==> src/rtl/apb_usrt_master_if.sv <==
// Command, response and APB signal bundle for apb_usrt_master.
// The master modport is the requester's view; slave is the host/peripheral side.
interface apb_usrt_master_if #(
   parameter int unsigned ADDR_W = 32,
   parameter int unsigned DATA_W = 8
);
   logic              cmd_valid;
   logic              cmd_ready;
   logic              cmd_write;
   logic [ADDR_W-1:0] cmd_addr;
   logic [DATA_W-1:0] cmd_wdata;
   logic              rsp_valid;
   logic              rsp_ready;
   logic [DATA_W-1:0] rsp_rdata;
   logic              rsp_err;
   logic              rsp_timeout;
   logic              pSelect;
   logic              pEnable;
   logic              pWrite;
   logic [ADDR_W-1:0] pAddr;
   logic [DATA_W-1:0] pWData;
   logic              pReady;
   logic [DATA_W-1:0] pRData;
   logic              pSlverr;

   modport master (
      input  cmd_valid, cmd_write, cmd_addr, cmd_wdata, rsp_ready, pReady, pRData, pSlverr,
      output cmd_ready, rsp_valid, rsp_rdata, rsp_err, rsp_timeout,
      output pSelect, pEnable, pWrite, pAddr, pWData
   );

   modport slave (
      output cmd_valid, cmd_write, cmd_addr, cmd_wdata, rsp_ready, pReady, pRData, pSlverr,
      input  cmd_ready, rsp_valid, rsp_rdata, rsp_err, rsp_timeout,
      input  pSelect, pEnable, pWrite, pAddr, pWData
   );
endinterface

==> src/rtl/apb_usrt_master.sv <==
// APB requester: turns single-beat valid/ready commands into SETUP/ACCESS transfers
// and returns read data / slave error / timeout on a one-deep response port.
module apb_usrt_master #(
   parameter int unsigned ADDR_W  = 32,
   parameter int unsigned DATA_W  = 8,
   parameter int unsigned TIMEOUT = 255
) (
   input logic               pClk,
   input logic               pReset,
   apb_usrt_master_if.master bus
);
   localparam int unsigned CNT_W = (TIMEOUT > 0) ? $clog2(TIMEOUT + 1) : 1;
   localparam logic [CNT_W-1:0] TO_VAL = CNT_W'(TIMEOUT);

   typedef enum logic [1:0] {StIdle, StSetup, StAccess, StResp} state_e;

   state_e            r_state, w_state_d;
   logic              r_sel, w_sel_d;
   logic              r_en, w_en_d;
   logic              r_write, w_write_d;
   logic [ADDR_W-1:0] r_addr, w_addr_d;
   logic [DATA_W-1:0] r_wdata, w_wdata_d;
   logic              r_rsp_valid, w_rsp_valid_d;
   logic [DATA_W-1:0] r_rdata, w_rdata_d;
   logic              r_err, w_err_d;
   logic              r_to, w_to_d;
   logic [CNT_W-1:0]  r_cnt, w_cnt_d;
   logic [CNT_W-1:0]  w_cnt_inc;

   assign w_cnt_inc = r_cnt + 1'b1;

   always_ff @(posedge pClk or negedge pReset) begin
      if (!pReset) begin
         r_state     <= StIdle;
         r_sel       <= 1'b0;
         r_en        <= 1'b0;
         r_write     <= 1'b0;
         r_addr      <= '0;
         r_wdata     <= '0;
         r_rsp_valid <= 1'b0;
         r_rdata     <= '0;
         r_err       <= 1'b0;
         r_to        <= 1'b0;
         r_cnt       <= '0;
      end else begin
         r_state     <= w_state_d;
         r_sel       <= w_sel_d;
         r_en        <= w_en_d;
         r_write     <= w_write_d;
         r_addr      <= w_addr_d;
         r_wdata     <= w_wdata_d;
         r_rsp_valid <= w_rsp_valid_d;
         r_rdata     <= w_rdata_d;
         r_err       <= w_err_d;
         r_to        <= w_to_d;
         r_cnt       <= w_cnt_d;
      end
   end

   always_comb begin
      w_state_d     = r_state;
      w_sel_d       = r_sel;
      w_en_d        = r_en;
      w_write_d     = r_write;
      w_addr_d      = r_addr;
      w_wdata_d     = r_wdata;
      w_rsp_valid_d = r_rsp_valid;
      w_rdata_d     = r_rdata;
      w_err_d       = r_err;
      w_to_d        = r_to;
      w_cnt_d       = r_cnt;
      unique case (r_state)
         StIdle: begin
            if (bus.cmd_valid) begin
               w_state_d = StSetup;
               w_sel_d   = 1'b1;
               w_en_d    = 1'b0;
               w_write_d = bus.cmd_write;
               w_addr_d  = bus.cmd_addr;
               w_wdata_d = bus.cmd_wdata;
            end
         end
         StSetup: begin
            w_state_d = StAccess;
            w_sel_d   = 1'b1;
            w_en_d    = 1'b1;
         end
         StAccess: begin
            // pReady takes priority over a timeout expiring in the same cycle
            if (bus.pReady) begin
               w_state_d     = StResp;
               w_sel_d       = 1'b0;
               w_en_d        = 1'b0;
               w_rsp_valid_d = 1'b1;
               w_err_d       = bus.pSlverr;
               w_to_d        = 1'b0;
               w_rdata_d     = (!r_write && !bus.pSlverr) ? bus.pRData : '0;
            end else if ((TIMEOUT != 0) && (w_cnt_inc == TO_VAL)) begin
               w_state_d     = StResp;
               w_sel_d       = 1'b0;
               w_en_d        = 1'b0;
               w_rsp_valid_d = 1'b1;
               w_err_d       = 1'b1;
               w_to_d        = 1'b1;
               w_rdata_d     = '0;
               w_cnt_d       = w_cnt_inc;
            end else begin
               w_cnt_d = w_cnt_inc;
            end
         end
         StResp: begin
            if (bus.rsp_ready) begin
               w_state_d     = StIdle;
               w_rsp_valid_d = 1'b0;
               w_cnt_d       = '0;
            end
         end
         default: w_state_d = StIdle;
      endcase
   end

   assign bus.cmd_ready   = (r_state == StIdle);
   assign bus.pSelect     = r_sel;
   assign bus.pEnable     = r_en;
   assign bus.pWrite      = r_write;
   assign bus.pAddr       = r_addr;
   assign bus.pWData      = r_wdata;
   assign bus.rsp_valid   = r_rsp_valid;
   assign bus.rsp_rdata   = r_rdata;
   assign bus.rsp_err     = r_err;
   assign bus.rsp_timeout = r_to;
endmodule

==> src/flat_wrapper.sv <==
// flat-port wrapper written by rule: the top's interface ports become plain ports
module apb_usrt_master_flat 
#(
   parameter int unsigned ADDR_W  = 32,
   parameter int unsigned DATA_W  = 8,
   parameter int unsigned TIMEOUT = 255
)
  (pClk, pReset, bus_cmd_valid, bus_cmd_write, bus_cmd_addr, bus_cmd_wdata, bus_rsp_ready, bus_pReady, bus_pRData, bus_pSlverr, bus_cmd_ready, bus_rsp_valid, bus_rsp_rdata, bus_rsp_err, bus_rsp_timeout, bus_pSelect, bus_pEnable, bus_pWrite, bus_pAddr, bus_pWData);
  apb_usrt_master_if #(.ADDR_W(ADDR_W), .DATA_W(DATA_W)) bus_i ();
  input logic pClk;
  input logic pReset;
  input wire logic [$bits(bus_i.cmd_valid)-1:0] bus_cmd_valid;
  input wire logic [$bits(bus_i.cmd_write)-1:0] bus_cmd_write;
  input wire logic [$bits(bus_i.cmd_addr)-1:0] bus_cmd_addr;
  input wire logic [$bits(bus_i.cmd_wdata)-1:0] bus_cmd_wdata;
  input wire logic [$bits(bus_i.rsp_ready)-1:0] bus_rsp_ready;
  input wire logic [$bits(bus_i.pReady)-1:0] bus_pReady;
  input wire logic [$bits(bus_i.pRData)-1:0] bus_pRData;
  input wire logic [$bits(bus_i.pSlverr)-1:0] bus_pSlverr;
  output wire logic [$bits(bus_i.cmd_ready)-1:0] bus_cmd_ready;
  output wire logic [$bits(bus_i.rsp_valid)-1:0] bus_rsp_valid;
  output wire logic [$bits(bus_i.rsp_rdata)-1:0] bus_rsp_rdata;
  output wire logic [$bits(bus_i.rsp_err)-1:0] bus_rsp_err;
  output wire logic [$bits(bus_i.rsp_timeout)-1:0] bus_rsp_timeout;
  output wire logic [$bits(bus_i.pSelect)-1:0] bus_pSelect;
  output wire logic [$bits(bus_i.pEnable)-1:0] bus_pEnable;
  output wire logic [$bits(bus_i.pWrite)-1:0] bus_pWrite;
  output wire logic [$bits(bus_i.pAddr)-1:0] bus_pAddr;
  output wire logic [$bits(bus_i.pWData)-1:0] bus_pWData;
  assign bus_i.cmd_valid = bus_cmd_valid;
  assign bus_i.cmd_write = bus_cmd_write;
  assign bus_i.cmd_addr = bus_cmd_addr;
  assign bus_i.cmd_wdata = bus_cmd_wdata;
  assign bus_i.rsp_ready = bus_rsp_ready;
  assign bus_i.pReady = bus_pReady;
  assign bus_i.pRData = bus_pRData;
  assign bus_i.pSlverr = bus_pSlverr;
  assign bus_cmd_ready = bus_i.cmd_ready;
  assign bus_rsp_valid = bus_i.rsp_valid;
  assign bus_rsp_rdata = bus_i.rsp_rdata;
  assign bus_rsp_err = bus_i.rsp_err;
  assign bus_rsp_timeout = bus_i.rsp_timeout;
  assign bus_pSelect = bus_i.pSelect;
  assign bus_pEnable = bus_i.pEnable;
  assign bus_pWrite = bus_i.pWrite;
  assign bus_pAddr = bus_i.pAddr;
  assign bus_pWData = bus_i.pWData;
  apb_usrt_master #(.ADDR_W(ADDR_W), .DATA_W(DATA_W), .TIMEOUT(TIMEOUT)) u_core (.pClk(pClk), .pReset(pReset), .bus(bus_i));
endmodule
==> config.mk <==
export PLATFORM = sky130hd
export DESIGN_NAME = apb_usrt_master_flat
export DESIGN_NICKNAME = d
export VERILOG_FILES = /design/src/rtl/apb_usrt_master_if.sv /design/src/rtl/apb_usrt_master.sv /design/src/flat_wrapper.sv
export SDC_FILE = /design/constraint.sdc
export NUM_CORES = 1
export LEC_CHECK = 0
export BUFFER_PORTS_ARGS = -buffer_cell sky130_fd_sc_hd__buf_2
export CORE_ASPECT_RATIO = 1.25
export CORE_MARGIN = 1.5
export CORE_UTILIZATION = 49
export DETAILED_ROUTE_END_ITERATION = 10
export PLACE_DENSITY = 0.87
export RECOVER_POWER = 100
export SLEW_MARGIN = 20
export SYNTH_ARGS = -nofsm -noshare
export SYNTH_HDL_FRONTEND = slang
export SYNTH_SLANG_ARGS = --single-unit
==> constraint.sdc <==
create_clock -name pClk -period 2 [get_ports pClk]
set_input_delay 0.2 -clock pClk [delete_from_list [all_inputs] [get_ports pClk]]
set_output_delay 0.2 -clock pClk [all_outputs]
set_load 0.05 [all_outputs]
* Yosys cells after proc, flatten, opt, wreduce, memory -nomap -nowiden
Index checks and enable logic that the tools add are counted.
Cells by class: add/sub/neg operators 1, equal/unequal tests 8, multiplexer cells 23, reduce and logical (&&, ||, !) cells 13
Operators by type and width (count):
- $mux W8 | 5
- $pmux W8 S2 | 1
- $reduce_and A3 Y1 | 4
- $mux W1 | 9
- $add A8 B1 Y8 const B | 1
- $eq A8 B8 Y1 const B | 1
- $mux W2 | 4
- $pmux W2 S4 | 1
- $ne A2 B2 Y1 const B | 3
- $pmux W1 S3 | 2
- $eq A2 B2 Y1 const B | 2
- $reduce_and A2 Y1 | 2
- $reduce_bool A2 Y1 | 2
- $ne A3 B2 Y1 const B | 1
- $reduce_bool A3 Y1 | 1
- $eq A2 B1 Y1 const B | 1
- $logic_not A1 Y1 | 2
- $logic_not A2 Y1 | 1
- $pmux W1 S2 | 1
- $logic_and A1 B1 Y1 | 1
Storage, ports and cells: bits in registers 64, input bits 55, logic and storage cells 56

* Longest topological paths before layout
depth in word-level cells 5, gate-level depth with buffers 8, depth with buffers taken out 7

* Worst setup path before layout
Ideal clock, no wire load.
kind register -> register, start point reg u_core.r_state[0], end point reg u_core.r_en (netlist: u_core.bus.pEnable), data arrival time 1833 ps, setup slack 43 ps, stages on the path, launching flop included 8, buffers on the path 0, cells stage by stage dfrtp_1 -> inv_1 -> ha_1 -> nand2b_1 -> nand2b_1 -> nor2_1 -> a221o_1 -> a211o_1
Between the ends: word-level cells in the longest chain between the ends 3, elaborated cells between the ends (all ways) 8, those cells by class eq/ne (4); mux (1); reduce/logical (3)
Ends and longest elaborated chain:
- start, declared | line apb_usrt_master.sv:17 | state_e r_state, w_state_d;
- start signal, assigned | line apb_usrt_master.sv:34 | r_state <= StIdle;
- start signal, assigned | line apb_usrt_master.sv:46 | r_state <= w_state_d;
- $logic_not A2 Y1 (*)
- net bus_cmd_ready | line flat_wrapper.sv:20 | output wire logic [$bits(bus_i.cmd_ready)-1:0] bus_cmd_ready;
- $ne A2 B2 Y1 (no line) / $reduce_bool A3 Y1 (equally long branches)
- $reduce_and A3 Y1 (no line)
- end signal, assigned | line apb_usrt_master.sv:48 | r_en <= w_en_d;
- end, declared | line apb_usrt_master.sv:19 | logic r_en, w_en_d;
Mark *: on every way through the listed nets, which the timed path passes. The rest lies on a longest branch. A chain may end at the register's enable or synchronous reset.

* Final worst setup path
start point reg u_core.r_cnt[1], end point reg u_core.r_rsp_valid (netlist: u_core.bus.rsp_valid)
Between the ends: word-level cells in the longest chain between the ends 4
Ends and longest elaborated chain:
- start, declared | line apb_usrt_master.sv:27 | logic [CNT_W-1:0] r_cnt, w_cnt_d;
- start signal, assigned | line apb_usrt_master.sv:56 | r_cnt <= w_cnt_d;
- $add A8 B1 Y8 | line apb_usrt_master.sv:30 | assign w_cnt_inc = r_cnt + 1'b1;
- $eq A8 B8 Y1 | line apb_usrt_master.sv:98 | end else if ((TIMEOUT != 0) && (w_cnt_inc == TO_VAL)) begin
- $ne A3 B2 Y1 (no line)
- $reduce_and A3 Y1 (no line)
- end signal, assigned | line apb_usrt_master.sv:52 | r_rsp_valid <= w_rsp_valid_d;
- end, declared | line apb_usrt_master.sv:23 | logic r_rsp_valid, w_rsp_valid_d;
No other way between the ends.

==> results by group <==
Floorplanning
  – Chip width: 71.4 µm
  – Total die area: 6320 µm²
  – Initial Util: 51.9%
  – Core ar.: 5520 µm²
  – Die Span Y: 88.5 µm
  – # IOs: 110
  – Core Rows: 30

Synthesis
  – Post-Syn Area: 2870 µm²
  – YS warnings: 0
  – Ranking of synthesized cells by area: dfrtp_1 56%, mux2_2 16%, nand2b_1 3.5%
  – Share of the synthesized area in the top cell type: 55.9%
  – Post-synth ARST share: 100%
  – Syn_nets: 298
  – Synth unique cells: 37
  – Most frequently used flop master after synthesis: dfrtp_1
  – Cell count after synthesis: 237
  – Average size of a mapped cell: 12.1 µm²
  – Yosys reg bits: 64
  – Number of enable flip-flop cells after synthesis: 0
  – Synth area leader: dfrtp_1
  – Sequential area share after synthesis: 55.9%

Place
  – DP HPWL: 4.59 mm
  – Worst slack, placed: 27.1 ps
  – # placed instances: 407
  – I/O Buffers: 109
  – Final Wtd Congestion: 0.849

GRT
  – GRT overflow: 0
  – First-pass GRT wire length: 10.3 mm
  – Largest net degree at the start of global routing: 46
  – Vias in the first global route: 2235
  – Initial antenna violation count: 0
  – All-Layer GR Usage: 20.9%

Run
  – Max Cap Viol: 0

Worst setup path
  – WS Path Type: reg2reg
  – Slowest cell delay on critical path: 410 ps
  – WP data arrival: 2090 ps
  – Max stage delay cell, worst path: dfrtp_2
  – Crit path cell chain: ha_1 -> nand3_2 -> xnor2_2 -> o211ai_4 -> or2_4 -> a311o_1
  – Endpoint type of the worst setup path: flip-flop
  – Worst setup SP type: flip-flop
  – CP required: 2220 ps
  – Worst-path maximum fanout: 7

STA
  – Slew @ Worst Pin: 1120 ps
  – Setup TNS: 0 ps
  – RSZ-0062 raised after global routing: no
  – Max_slew headroom: 25.6%
  – Final setup viols: 0
  – Period minus WS final: 1870 ps
  – Slew Limit Fails: 0
  – PnR worst setup slack: 128 ps
  – Final hold vios: 0
  – Max Clk Rate: 534 MHz
  – Skew final: 8.14 ps
  – Tcrit/Tclk final: 93.6%

Routing
  – DR vias: 2250
  – Pre-Repair DR Iteration Count: 4
  – Drt total wl: 6.28 mm
  – Residual DRC count: 0
  – Initial DRC count: 106
  – Routed WL per cell: 14.8 µm
  – ANT nets after route: 0
  – Vias per inst: 5.31

Clocking
  – Clk buf depth: 2
  – # clock sinks: 64
  – Num CTS Buffers: 9
  – Postcts setup bufs: 0
  – CTS clk-pin slew, worst paths: 80 ps
  – Root Driver: clkbuf_8
  – Worst skew pair latency: 330 ps
  – H-tree depth: 3
  – TritonCTS clock tree: done

Cells and area
  – Nets@finish: 416
  – Share of cells above drive strength 1: 35.3%
  – Post-Layout Cell Count: 424
  – Diode count: 0
  – Synth-to-layout area growth: 29.3%

Min path
  – Class of the worst hold path: in2reg

Run status
  – Status: finished clean
[routing by layer]
layer	routed length, µm	up-vias	part of all wire, %	track usage, %
li1	-	1075	-	-
met1	2490	1095	40	25.3
met2	3340	72	53	36.0
met3	350	8	5.6	4.44
met4	94	0	1.5	9.43
met5	0	-	0	0
[through the flow]
step,hold WS [ps],util (%),instance area (µm²)
2_1_floorplan,-95.6,-,2870
3_3_place_gp,183,63.8,3520
3_5_place_dp,182,63.8,3520
4_1_cts,80.3,68.2,3760
5_1_grt,78.5,67.1,3700
6_report,91.5,67.1,3700
[critical path: cells and delay by family, from the launching register on]
kind	cells	cell delay, ps
xor gates and xnor gates	1	230
and+or+nand+nor	2	410
AOI/OAI and AO/OA	2	480
adders and majority gates	1	240
DFF	1	410
[sequential cells by signal, summed over array words and instances, names as in the netlist]
| name | cells |
|---|---|
| u_core.r_cnt | 8 |
| u_core.bus.rsp_err | 1 |
| u_core.bus.pWrite | 1 |
| u_core.bus.rsp_timeout | 1 |
| u_core.r_state | 2 |
| u_core.bus.rsp_rdata | 8 |
| u_core.bus.rsp_valid | 1 |
| u_core.bus.pEnable | 1 |
| u_core.bus.pSelect | 1 |
| u_core.bus.pAddr | 32 |
| u_core.bus.pWData | 8 |
[logic make-up after synthesis]
kind of cell	share of synthesized area (%)
mux	16.1
compound gates	10.2
simple gates	11.9
flops	55.9
buf+inv	1.83
fa+ha+maj	2.62
xor+xnor	1.49
[synthesized netlist by cell type (2+ instances only)]
| cell type | number |
|---|---|
| nor2_1 | 10 |
| nor2b_1 | 11 |
| a221o_1 | 2 |
| nor4b_1 | 2 |
| mux2_2 | 41 |
| nand3_1 | 3 |
| nor3_1 | 2 |
| inv_1 | 7 |
| buf_1 | 4 |
| a21oi_1 | 12 |
| clkbuf_1 | 3 |
| xnor2_1 | 2 |
| o21ai_0 | 19 |
| nand2b_1 | 16 |
| dfrtp_1 | 64 |
| a211o_1 | 2 |
| ha_1 | 6 |
| nand2_1 | 11 |
| o31ai_1 | 2 |
[cell usage in the layout, fill, tap and decap left out, types with 2 or more instances in the layout]
master	instances
o31ai_1	2
o21ai_0	19
buf_4	2
a21oi_1	12
clkbuf_8	10
nor3_2	2
a211o_1	2
nand2_1	10
nand3_1	2
dfrtp_1	63
nor2_1	10
clkbuf_1	55
buf_2	53
inv_1	7
clkinv_4	2
nand2b_1	15
nor2b_1	10
bufinv_16	2
nor4b_1	2
ha_1	6
xnor2_1	2
mux2_2	41
clkinvlp_4	2
a221o_1	2
[worst paths after layout]
kind                                                          to  slack (ps)  cells past startpoint                              from
worst max-delay path            u_core.bus.rsp_valid$_DFFE_PN0P_         130                      6       u_core.r_cnt[1]$_DFFE_PN0P_
worst min-delay path            u_core.bus.pWData[3]$_DFFE_PN0P_          90                      2                  bus_cmd_wdata[3]
worst max register to register  u_core.bus.rsp_valid$_DFFE_PN0P_         130                      6       u_core.r_cnt[1]$_DFFE_PN0P_
worst min register to register  u_core.bus.pAddr[14]$_DFFE_PN0P_         510                      1  u_core.bus.pAddr[14]$_DFFE_PN0P_
max in group asynchronous            u_core.r_cnt[1]$_DFFE_PN0P_         590                      3                            pReset
min in group asynchronous       u_core.bus.pAddr[24]$_DFFE_PN0P_         600                      2                            pReset
[area by class of cell]
cell class,instances,area [µm²]
Fill cell,443,1810
Sequential cell,64,1600
Multi-Input combinational cell,159,1230
Timing Repair Buffer,114,529
Clock buffer,10,138
Clock inverter,6,92.6
Tap cell,64,80.1
Inverter,7,26.3
[what timing repair did]
item	in CTS	in global routing
setup endpoints to repair	0	14
gates resized for setup	0	6
hold endpoints to repair	19	0
hold buffers	1	0
Power is left out: the tool's default activity adds up to more than one toggle a clock period on the data nets, which glitch-free logic cannot reach.
